File: config.mk
export PLATFORM = sky130hd
export DESIGN_NAME = ts_slot_scheduler
export DESIGN_NICKNAME = d
export VERILOG_FILES = /design/src/rtl/ts_slot_scheduler_pkg.sv /design/src/rtl/ts_slot_scheduler_slot_nco.sv /design/src/rtl/ts_slot_scheduler.sv
export SDC_FILE = /design/constraint.sdc
export NUM_CORES = 1
export LEC_CHECK = 0
export BUFFER_PORTS_ARGS = -buffer_cell sky130_fd_sc_hd__buf_2
export CELL_PAD_IN_SITES_DETAIL_PLACEMENT = 2
export CELL_PAD_IN_SITES_GLOBAL_PLACEMENT = 2
export CORE_MARGIN = 2
export CORE_UTILIZATION = 37
export CTS_CLUSTER_SIZE = 28
export DETAILED_ROUTE_END_ITERATION = 16
export GPL_ROUTABILITY_DRIVEN = 1
export GPL_TIMING_DRIVEN = 0
export PLACE_DENSITY_LB_ADDON = 0.1
export RECOVER_POWER = 100
export SYNTH_ARGS = -nofsm -noshare
export SYNTH_HDL_FRONTEND = slang
export SYNTH_SLANG_ARGS = --single-unit
File: constraint.sdc
create_clock -name CLK -period 5.2 [get_ports CLK]
set_input_delay 1.3 -clock CLK [delete_from_list [all_inputs] [get_ports CLK]]
set_output_delay 1.3 -clock CLK [all_outputs]
set_load 0.01 [all_outputs]
File: src/rtl/ts_slot_scheduler_pkg.sv
// ts_slot_scheduler_pkg: shared state encodings and constants for the TS slot scheduler
package ts_slot_scheduler_pkg;
  localparam logic [3:0] ST_IDLE      = 4'd0;
  localparam logic [3:0] ST_ARB       = 4'd1;
  localparam logic [3:0] ST_WAIT_T2MI = 4'd2;
  localparam logic [3:0] ST_WAIT_TAB  = 4'd3;
  localparam logic [3:0] ST_WAIT_NULL = 4'd4;
  localparam int TS_PAYLOAD = 184;
  localparam logic [2:0] PEND_MAX = 3'd7;
endpackage

File: src/rtl/ts_slot_scheduler_slot_nco.sv
// slot_nco: fractional phase accumulator producing a registered one-cycle slot tick on carry
module slot_nco #(
  parameter int ACC_W = 32
) (
  input  logic             CLK,
  input  logic             RST,
  input  logic             ENABLE,
  input  logic [ACC_W-1:0] RATE_INC,
  output logic             tick
);
  logic [ACC_W-1:0] acc;
  logic [ACC_W:0] sum;
  assign sum = {1'b0, acc} + {1'b0, RATE_INC};
  always_ff @(posedge CLK or negedge RST)
    if (!RST) begin
      acc <= '0;
      tick <= 1'b0;
    end else begin
      acc <= ENABLE ? sum[ACC_W-1:0] : '0;
      tick <= ENABLE & sum[ACC_W];
    end
endmodule

File: src/rtl/ts_slot_scheduler.sv
// ts_slot_scheduler: grants one 188-byte source (PSI table, T2-MI or null) per generated TS slot
module ts_slot_scheduler
  import ts_slot_scheduler_pkg::*;
#(
  parameter int ACC_W   = 32,
  parameter int LVL_W   = 10,
  parameter int NUM_TAB = 3,
  parameter int INT_W   = 16
) (
  input  logic                     CLK,
  input  logic                     RST,
  input  logic                     ENABLE,
  input  logic [ACC_W-1:0]         RATE_INC,
  input  logic [LVL_W-1:0]         FIFO_LEVEL,
  input  logic [NUM_TAB*INT_W-1:0] TAB_INTERVAL,
  input  logic                     T2MI_DONE,
  input  logic                     TAB_DONE,
  input  logic                     NULL_DONE,
  output logic                     T2MI_START,
  output logic                     TAB_START,
  output logic                     NULL_START,
  output logic [1:0]               TAB_SEL,
  output logic                     BUSY,
  output logic [2:0]               PENDING,
  output logic                     SLOT_OVERRUN,
  output logic [3:0]               state_mon
);
  logic tick, tab_hit, grant, fifo_full;
  logic [3:0] state, next_state;
  logic [2:0] pending;
  logic [1:0] tab_idx;
  logic [NUM_TAB-1:0] due, tab_clr;

  slot_nco #(.ACC_W(ACC_W)) u_nco (
    .CLK(CLK),
    .RST(RST),
    .ENABLE(ENABLE),
    .RATE_INC(RATE_INC),
    .tick(tick)
  );

  always_comb begin
    tab_idx = '0;
    for (int i = NUM_TAB - 1; i >= 0; i--) tab_idx = due[i] ? 2'(i) : tab_idx;
  end

  assign tab_hit = |due;
  assign grant = state == ST_ARB && ENABLE;
  assign fifo_full = FIFO_LEVEL >= LVL_W'(TS_PAYLOAD);
  assign tab_clr = (grant && tab_hit) ? (NUM_TAB'(1) << tab_idx) : '0;

  // A tick and a grant in the same cycle cancel; a surplus tick at PEND_MAX is a lost slot.
  always_ff @(posedge CLK or negedge RST)
    if (!RST) begin
      pending <= '0;
      SLOT_OVERRUN <= 1'b0;
    end else if (!ENABLE) pending <= '0;
    else if (tick && !grant) begin
      pending <= pending == PEND_MAX ? pending : pending + 3'd1;
      SLOT_OVERRUN <= SLOT_OVERRUN | (pending == PEND_MAX);
    end else if (grant && !tick) pending <= pending - 3'd1;

  for (genvar i = 0; i < NUM_TAB; i++) begin : g_tab
    logic [INT_W-1:0] cnt, iv;
    logic due_q;
    assign iv = TAB_INTERVAL[i*INT_W +: INT_W];
    assign due[i] = due_q;
    // Timer set wins over a same-cycle grant clear.
    always_ff @(posedge CLK or negedge RST)
      if (!RST) begin
        cnt <= '0;
        due_q <= 1'b0;
      end else if (tick) begin
        cnt <= iv == '0 ? '0 : cnt == '0 ? iv - INT_W'(1) : cnt - INT_W'(1);
        due_q <= iv != '0 && (cnt == '0 || (due_q && !tab_clr[i]));
      end else if (tab_clr[i]) due_q <= 1'b0;
  end

  always_comb begin
    next_state = state;
    case (state)
      ST_IDLE:      next_state = ENABLE && pending != '0 ? ST_ARB : ST_IDLE;
      ST_ARB:       next_state = !ENABLE ? ST_IDLE : tab_hit ? ST_WAIT_TAB : fifo_full ? ST_WAIT_T2MI : ST_WAIT_NULL;
      ST_WAIT_T2MI: next_state = T2MI_DONE ? ST_IDLE : state;
      ST_WAIT_TAB:  next_state = TAB_DONE ? ST_IDLE : state;
      ST_WAIT_NULL: next_state = NULL_DONE ? ST_IDLE : state;
      default:      next_state = ST_IDLE;
    endcase
  end

  always_ff @(posedge CLK or negedge RST)
    if (!RST) begin
      state <= ST_IDLE;
      T2MI_START <= 1'b0;
      TAB_START <= 1'b0;
      NULL_START <= 1'b0;
      TAB_SEL <= '0;
    end else begin
      state <= next_state;
      T2MI_START <= grant && !tab_hit && fifo_full;
      TAB_START <= grant && tab_hit;
      NULL_START <= grant && !tab_hit && !fifo_full;
      if (grant && tab_hit) TAB_SEL <= tab_idx;
    end

  assign BUSY = state == ST_WAIT_T2MI || state == ST_WAIT_TAB || state == ST_WAIT_NULL;
  assign PENDING = pending;
  assign state_mon = state;
endmodule

---- After elaboration in Yosys (flattened, before gate mapping) ----
Index checks and enable logic that the tools add are counted.
word-level totals
  input port bits ......................... 96
  logic and storage cells ................. 111
  register bits ........................... 97
operators by class
  bitwise operators ....................... 2
  eq/ne operators ......................... 10
  reduce and logical (&&, ||, !) cells .... 44
  $add $sub $neg .......................... 9
  mux-type cells .......................... 29
  shift operators ......................... 1
  $lt $le $gt $ge ......................... 1
operator list
  cell                     count
  $logic_not A16 Y1        6
  $mux W16                 6
  $sub A16 B1 Y16 const B  6
  $reduce_bool A16 Y1      3
  $add A32 B32 Y33         1
  $mux W32                 1
  $mux W3                  8
  $pmux W4 S5              1
  $logic_and A1 B1 Y1      14
  $mux W4                  3
  $ge A10 B8 Y1 const B    1
  $eq A4 B2 Y1 const B     2
  $logic_not A1 Y1         7
  $mux W1                  7
  $mux W2                  3
  $ne A2 B2 Y1 const B     3
  $reduce_bool A2 Y1       3
  $logic_or A1 B1 Y1       5
  $eq A4 B1 Y1 const B     1
  $eq A4 B3 Y1 const B     1
  $logic_not A4 Y1         1
  $reduce_and A2 Y1        2
  $add A3 B1 Y3 const B    1
  $eq A3 B3 Y1 const B     1
  9 further kinds          9

---- Logic depth before layout (Yosys ltp) ----
Gate-level depths: netlist of run 1.
  depth in word-level cells ............... 10
  gate-level depth with buffers ........... 15
  gate-level depth less buffers ........... 12

---- Cells and area by module ----
Synthesis of run 1 repeated with hierarchy kept, for this count alone.
second synthesis, totals
  cells, all modules ...................... 932
  area, all modules ....................... 7775.0 µm²
modules (own cells, without submodules)
  module             area each (µm²)  instances  sequential area each (µm²)  cells an instance
  ts_slot_scheduler  4723.3           1          1576.5                      571
  slot_nco           3051.7           1          825.8                       361

---- Worst setup path before layout of run 1 ----
OpenSTA, ideal clock, no wires.
  kind .................................... input port to flip-flop
  start ................................... input port RATE_INC[0]
  end ..................................... register u_nco.acc[24]
  required time ........................... 5.121 ns
  setup time .............................. 0.079 ns
  stages on the path ...................... 10
  path slack .............................. 1.424 ns
  data arrival time ....................... 3.697 ns
  cells stage by stage .................... ha_1 fa_1 a211oi_1 o21bai_1 a21oi_1 a31oi_1 a2111oi_2 o21ai_0 a31oi_1 mux2i_1
on the way
  longest elaborated chain between the ends .. 2
RTL lines
  what                  RTL line                          RTL
  start, declared       ts_slot_scheduler.sv:13           input logic [ACC_W-1:0] RATE_INC,
  $add A32 B32 Y33      ts_slot_scheduler_slot_nco.sv:13  assign sum = {1'b0, acc} + {1'b0, RATE_INC};
  $mux W32              ts_slot_scheduler_slot_nco.sv:19  acc <= ENABLE ? sum[ACC_W-1:0] : '0;
  end signal, assigned  ts_slot_scheduler_slot_nco.sv:19
  end, declared         ts_slot_scheduler_slot_nco.sv:11  logic [ACC_W-1:0] acc;
No other way between the ends.
A chain may end at the register's enable or synchronous reset.

---- Worst setup path after layout of run 1 ----
  start ................................... register g_tab[2].cnt[10]
  end ..................................... register g_tab[2].cnt[10]
on the way
  longest elaborated chain between the ends .. 3
  elaborated cells on any way between the ends .. 4
  those cells by class .................... add/sub: 1; mux: 2; reduce/logical: 1
RTL lines
  what                                                  RTL line                 RTL
  start, declared                                       ts_slot_scheduler.sv:64  logic [INT_W-1:0] cnt, iv;
  start signal, assigned                                ts_slot_scheduler.sv:74  cnt <= iv == '0 ? '0 : cnt == '0 ? iv - INT_W'(1) : cnt - INT_W'(1);
  $sub A16 B1 Y16 or $logic_not A16 Y1 (tied branches)  ts_slot_scheduler.sv:74
  $mux W16 (*) (2 in series)                            ts_slot_scheduler.sv:74
Mark *: on every way between the ends. The rest lies on a longest branch, timed or not.

==> metrics.md, run 1 <==
| Metric | Value |
|---|---|
| Deepest clock path buffer count | 2 |
| Post-route cell area | 8140 sq um |
| Synthesized area per cell | 8.28 sq um |
| Count of final setup violators | 0 |
| Largest net degree at the start of global routing | 64 |
| Synth Net Count | 991 |
| PnR worst setup slack | 0.501 ns |
| Max Clock Freq | 213 MHz |
| WP data arrival | 4.92 ns |
| Worst VDD drop | 175 uV |
| Initial antenna violation count | 0 |
| Tcrit/Tclk final | 0.904 |
| Post-synthesis mux area share | 0.0313 |
| Core ar. | 18800 sq um |
| I/O pin cnt | 110 |
| Vias in the first global route | 7820 |
| Cell Pwr Density | 418 nW/um^2 |
| CTS tree | yes |
| Pleak | 3.55 nW |
| RSZ-0062 raised after global routing | no |
| Sequential fraction of the synthesis area | 0.338 |
| Post-Synth Simple-Gate Area | 0.250 |
| Post-synthesis cell count | 858 |
| Initial drt markers | 222 |
| Die width | 143 microns |
| I/O Buffers | 105 |
| Worst Setup End Kind | register |
| Largest family of logic cells by synthesized area | compound AO/OA/AOI/OAI gates |
| Synth top area share | 0.338 |
| Kind of critical path | reg2reg |
| Crit Path Max Fanout | 10 |
| Detailed Place HPWL | 18900 microns |
| Antenna cells | 0 |
| Initial core utilization | 0.379 |
| Most frequent CP cell | or4_1 |
| Most common cell after layout, fill and taps aside | dfrtp_1 |
| GP Congestion | 0.823 |
| Count of pins over their slew limit | 99 |
| Clock-pin slew of the registers on the worst-case setup and hold paths | 0.07 ns |
| Failing checks | capacitance limit, slew limit |
| Clock latency on the worst-skew pair | 0.36 ns |
| Synth cell types | 80 |
| Residual DRC count | 0 |
| Final #Nets | 1108 |
| Synth Area in XOR/XNOR | 0.0259 |
| Final hold violation count | 0 |
| Synth Area in Adders | 0.0673 |
| Seq cells post-synth | 96 |
| Status | finished with violations |
| TNS Setup | 0 ns |
| Vias after detailed routing | 7214 |
| Startpoint Class | register |
| CTS Buf Count | 9 |
| Post-synth ARST share | 1.00 |
| Die H | 143 microns |
| CTS resizes | 0 |
| Area delta synth->final | 14.5% |
| WL final | 24800 microns |
| All-Layer GR Usage | 0.254 |
| Layout cells sized above 1 | 0.126 |
| Global-route wire length before repair | 41200 microns |
| Wire per inst | 20.5 microns |
| 1st-pass router iterations | 4 |
| Post-synth top flop | dfrtp_1 |
| Slowest stage delay, CP | 0.92 ns |
| Post-synth EDFFs | 0 |
| DIE AREA | 20300 sq um |
| Max Cap Viol | 2 |
| Worst path cell trace | or4_1 -> or4_1 -> nor3_1 -> clkbuf_1 -> a21oi_1 -> ha_1 -> nand4_1 -> or3_1 -> a2111oi_0 -> a221oi_1 -> o2bb2ai_1 |
| Hold Path Class | reg2reg |
| Max Clock Skew | 0.00945 ns |
| Complex-gate fraction of the synthesized area | 0.255 |
| WHS | 0.487 ns |
| Synth top area cells | dfrtp_1 (34%), ha_1 (6.2%), nor2_1 (4.9%) |
| Worst EP required | 5.42 ns |
| Slew HR | -0.319 |
| # hold bufs at CTS | 0 |
| DP Area | 7950 sq um |
| Antenna Nets Post-Route | 0 |
| Period minus WS final | 4.70 ns |
| Synth Warn # | 0 |
| Leading area contributor after synthesis | dfrtp_1 |
| Post-CTS setup buffer count | 0 |
| Mapped Area | 7100 sq um |
| Avg Vias per Cell | 5.94 |
| GR Overflow Total | 0 |
| Pre-CTS WS | 0.663 ns |
| Worst path slowest cell | nor3_1 |
| Root Buffer | clkbuf_16 |
| H-tree Lvls | 3 |
| Tightest Pin Transition | 1.98 ns |
| Clk sinks | 96 |
| Most frequent cells in the layout | dfrtp_1 (96), nor2_1 (93), buf_2 (88), nand2_1 (77), o21ai_0 (63) |
| Rows | 50 |
[where the power goes]
group | internal [mW] | switching, mW
Clock | 0.352 | 0.319
Sequential | 0.952 | 0.153
Combinational | 0.638 | 0.984
Total | 1.94 | 1.46
[critical path, delay by kind of cell, from the launching register on]
kind	cells	cell delay [ns]
AND/OR/NAND/NOR	5	2.52
AO/OA/AOI/OAI	4	0.71
buffers and inverters	1	0.55
flip-flops	1	0.46
adder cells (fa/ha/maj)	1	0.31
[sequential cells by signal, indices dropped and copies added, names as in the netlist]
name,count
u_nco.acc,32
TAB_START,1
T2MI_START,1
NULL_START,1
u_nco.tick,1
PENDING,3
state_mon,3
g_tab.cnt,48
TAB_SEL,2
g_tab.due_q,3
SLOT_OVERRUN,1
[routing by layer]
| layer | global-route usage | share of wire | wire (microns) |
|---|---|---|---|
| met1 | 0.325 | 0.45 | 11200 |
| met2 | 0.460 | 0.51 | 12800 |
| met3 | 0.0209 | 0.021 | 530 |
| met4 | 0.0703 | 0.013 | 328 |
| met5 | 0 | 0 | 0 |
[synthesized netlist by cell type, types with 4 or more instances]
cell type / number
nor3_1: 37
o21a_1: 6
dfrtp_1: 96
a31o_2: 4
clkbuf_1: 19
o31ai_1: 12
a22o_1: 5
nand4_1: 7
a211oi_1: 15
nor2_1: 93
mux2i_1: 20
nor4_1: 12
nor2b_1: 6
or3_1: 13
xnor2_1: 12
nor3b_1: 5
a21boi_0: 4
o21ai_1: 10
o22ai_1: 12
and3_1: 21
a31oi_1: 21
nand2_1: 77
buf_2: 4
xor2_1: 9
ha_1: 35
o2bb2ai_1: 9
and2_1: 16
a21o_1: 15
nand2b_1: 12
inv_1: 26
a21oi_1: 58
nand3_1: 23
o21bai_1: 11
o21ai_0: 60
[final cells by class]
| cell class | count | area, sq um |
|---|---|---|
| Timing Repair Buffer | 106 | 507 |
| Fill cell | 2209 | 10600 |
| Inverter | 28 | 105 |
| Tap cell | 234 | 293 |
| Clock inverter | 4 | 28.8 |
| Clock buffer | 12 | 256 |
| Buffer | 27 | 108 |
| Sequential cell | 96 | 2400 |
| Multi-Input combinational cell | 707 | 4440 |
[logic make-up after synthesis]
kind of cell | after synthesis
fa+ha+maj | 37
other cells | 1
buf+inv | 55
simple gates | 348
compound gates | 278
xor+xnor | 21
flops | 96
mux | 22
[per-stage QoR]
stage,utilization,total power [mW],std cells
final,0.434,3.40,1214
after CTS,0.439,3.46,1214
after global placement,0.422,2.67,1197
after floorplan,-,2.25,858
after detailed placement,0.423,2.76,1198
after global routing,0.434,3.69,1214
[worst paths after layout]
path,start,endpoint,slack [ns],cells past startpoint
worst max-delay path,g_tab[2].cnt[10]$_DFFE_PN0P_,g_tab[2].cnt[10]$_DFFE_PN0P_,0.50,11
worst min-delay path,SLOT_OVERRUN$_DFFE_PN0P_,SLOT_OVERRUN$_DFFE_PN0P_,0.49,1
worst max register to register,g_tab[2].cnt[10]$_DFFE_PN0P_,g_tab[2].cnt[10]$_DFFE_PN0P_,0.50,11
worst min register to register,SLOT_OVERRUN$_DFFE_PN0P_,SLOT_OVERRUN$_DFFE_PN0P_,0.49,1
max in group asynchronous,RST,g_tab[0].cnt[1]$_DFFE_PN0P_,1.21,2
min in group asynchronous,RST,u_nco.acc[15]$_DFF_PN0_,1.40,1
No activity file was read; power rests on OpenSTA's default activity.
==> run 2: changes to the inputs <==
Settings changed: ABC_AREA from default to 1, CORE_UTILIZATION 37 to 34.
==> metrics.md, run 2 <==
| Metric | Value |
|---|---|
| Kind of critical path | in2reg |
| Tightest Pin Transition | 2.28 ns |
| Status | finished with violations |
| Worst VDD drop | 160 uV |
| Worst EP required | 5.44 ns |
| Sequential fraction of the synthesis area | 0.321 |
| Worst Hold Path Cells | 2 |
| Antenna cells | 0 |
| Synth top area cells | dfrtp_1 (32%), nand2_1 (16%), nand3_1 (8.0%) |
| Antenna Nets Post-Route | 0 |
| Period minus WS final | 3.26 ns |
| Avg Vias per Cell | 5.15 |
| Kind of cell adding the most delay to the critical path | simple AND/OR/NAND/NOR gates |
| Finished Core Util | 0.401 |
| Worst path cell trace | clkbuf_1 -> ha_1 -> fa_1 -> nand2_1 -> nand3_1 -> o21ai_0 -> o21ai_0 -> nand2_1 -> nand2_1 -> nand2_1 -> nand2_1 -> nand2_1 -> nand3_1 -> nand2_1 -> nor2_1 |
| Internal power | 2.41 mW |
| Layout cells sized above 1 | 0.107 |
| Combinational share of power | 0.567 |
| Reg2Reg Launch Point | u_nco.acc[0]$_DFF_PN0_ |
| Synth top area share | 0.321 |
| Worst R2R Setup Slack | 2.65 ns |
| I/O Buffers | 105 |
| Biggest regs | g_tab.cnt (48), u_nco.acc (32) |
| Post-synth top flop | dfrtp_1 |
| Total power draw | 4.78 mW |
| Failing checks | capacitance limit, slew limit |
| Final hold violation count | 0 |
| 1st-pass router iterations | 4 |
| Die H | 152 microns |
| Worst Setup EP | u_nco.acc[30]$_DFF_PN0_ |
| Mapped Area | 7490 sq um |
| WP data arrival | 3.51 ns |
| Deepest clock path buffer count | 2 |
| WL final | 26800 microns |
| Top reg by flops | g_tab.cnt |
| Synth Net Count | 1278 |
| Post-CTS setup buffer count | 0 |
| CTS Buf Count | 9 |
| H-tree Lvls | 3 |
| Cell Pwr Density | 549 nW/um^2 |
| Wire per inst | 17.3 microns |
| Startpoint Class | primary input |
| Most frequent CP cell | nand2_1 |
| Sw Ratio | 0.497 |
| GP Congestion | 0.805 |
| GR Overflow Total | 0 |
| CTS tree | yes |
| Max Clock Freq | 307 MHz |
| Largest net degree at the start of global routing | 62 |
| Placed cells | 1531 |
| Initial drt markers | 320 |
| Vias in the first global route | 8775 |
| Slew HR | -0.517 |
| Initial core utilization | 0.345 |
| Sequential share of power | 0.260 |
| Most frequent cells in the layout | nand2_1 (324), inv_1 (152), nor2_1 (149), nand3_1 (121), dfrtp_1 (96) |
| RSZ-0062 raised after global routing | no |
| Count of pins over their slew limit | 36 |
| Hold Path Origin | g_tab[2].cnt[15]$_DFFE_PN0P_ |
| Rows | 54 |
| Clock power frac | 0.173 |
| Switch Pwr | 2.38 mW |
| Max FFs per register | 48 |
| Residual DRC count | 0 |
| Clock latency on the worst-skew pair | 0.36 ns |
| Leading area contributor after synthesis | dfrtp_1 |
| Initial antenna violation count | 0 |
| Post-route cell area | 8710 sq um |
| Bufs and invs on worst path | 1 |
| Final #Nets | 1395 |
| Worst Setup End Kind | register |
| Post-synth EDFFs | 0 |
| Max Cap Viol | 1 |
| # hold bufs at CTS | 0 |
| Crit Path Max Fanout | 5 |
| Hold Path Class | reg2reg |
| I/O pin cnt | 110 |
| Slowest stage delay, CP | 0.42 ns |
| Clk sinks | 96 |
| Synth Warn # | 0 |
| Post-synth ARST share | 1.00 |
| Seq cells post-synth | 96 |
| Pleak | 4.49 nW |
| Worst path slowest cell | fa_1 |
| Max Clock Skew | 0.0106 ns |
| DIE AREA | 23200 sq um |
| Area delta synth->final | 16.3% |
| Global-route wire length before repair | 44900 microns |
| All-Layer GR Usage | 0.238 |
| Root Buffer | clkbuf_16 |
| Non-filler instance count after layout | 1547 |
| Tcrit/Tclk final | 0.627 |
| Synthesized area per cell | 6.54 sq um |
| Core ar. | 21700 sq um |
| Crit Reg-Reg Endpoint | u_nco.acc[30]$_DFF_PN0_ |
| Most frequent cell after synthesis | nand2_1 |
| Most common cell after layout, fill and taps aside | nand2_1 |
| Commonest cells post-synth | nand2_1 (324), inv_1 (152), nor2_1 (147) |
| Vias after detailed routing | 7960 |
| Count of final setup violators | 0 |
| Die width | 152 microns |
| Number of cells on the critical path | 15 |
| Synth cell types | 43 |
| TNS Setup | 0 ns |
| DP Area | 8390 sq um |
| Detailed Place HPWL | 21500 microns |
| Post-synthesis cell count | 1145 |
| Crit path from | RATE_INC[0] |
| R2R depth | 14 |
| Clock-pin slew of the registers on the worst-case setup and hold paths | 0.07 ns |
| CTS resizes | 0 |
-- run 2: final cells by class --
class / count / area (sq um)
clock buffer: 12 / 256
clock inverter: 4 / 98.8
multi-input combinational: 877 / 4390
buffer: 18 / 105
timing repair buffer: 106 / 526
sequential: 96 / 2400
fill: 2768 / 13000
tap: 280 / 350
inverter: 154 / 578
-- run 2: worst min path at each step --
stage / end / slack [ns]
floorplan: g_tab[0].cnt[11]$_DFFE_PN0P_ / 0.47
global placement: g_tab[0].cnt[10]$_DFFE_PN0P_ / 0.49
detailed placement: g_tab[1].cnt[10]$_DFFE_PN0P_ / 0.50
CTS: g_tab[2].cnt[15]$_DFFE_PN0P_ / 0.52
global route: g_tab[2].cnt[11]$_DFFE_PN0P_ / 0.55
finish: g_tab[2].cnt[15]$_DFFE_PN0P_ / 0.51
-- run 2: kinds of logic after synthesis --
logic type / count (synthesis) / share of synthesized area
AOI/OAI and AO/OA: 172 / 0.129
adders and majority gates: 37 / 0.0638
other: 1 / 0.000501
and+or+nand+nor: 659 / 0.385
buffers and inverters: 172 / 0.0916
DFF: 96 / 0.321
xor gates and xnor gates: 8 / 0.00936
-- run 2: layer usage --
metal  GRT usage  vias to the layer above  share of wire
met5           0                        -              0
met4      0.0579                        0          0.013
met3      0.0196                       23          0.023
met2       0.429                       89           0.51
met1       0.308                     3892           0.46
li1            -                     3956              -
-- run 2: worst register-to-register path, stage by stage, from the launching register on --
cell,delay [ns]
dfrtp_1,0.37
ha_1,0.21
fa_1,0.42
nand2_1,0.10
nand3_1,0.07
o21ai_0,0.23
o21ai_0,0.27
nand2_1,0.13
nand2_1,0.10
nand2_1,0.08
nand2_1,0.14
nand2_1,0.12
nand3_1,0.07
nand2_1,0.07
nor2_1,0.05
-- run 2: power by group through the flow --
stage	combinational, mW	sequential (mW)	clock (mW)
2_1_floorplan	1.95	1.21	0
3_3_place_gp	2.61	1.24	0
3_5_place_dp	2.73	1.26	0
4_1_cts	2.76	1.25	0.844
5_1_grt	3.13	1.29	0.871
6_report	2.71	1.24	0.828
-- run 2: through the flow --
stage	worst slack (ns)	hold WS, ns
finish	1.94	0.511
global route	1.63	0.549
CTS	1.93	0.522
detailed placement	1.60	0.504
global placement	1.55	0.491
floorplan	2.22	0.471
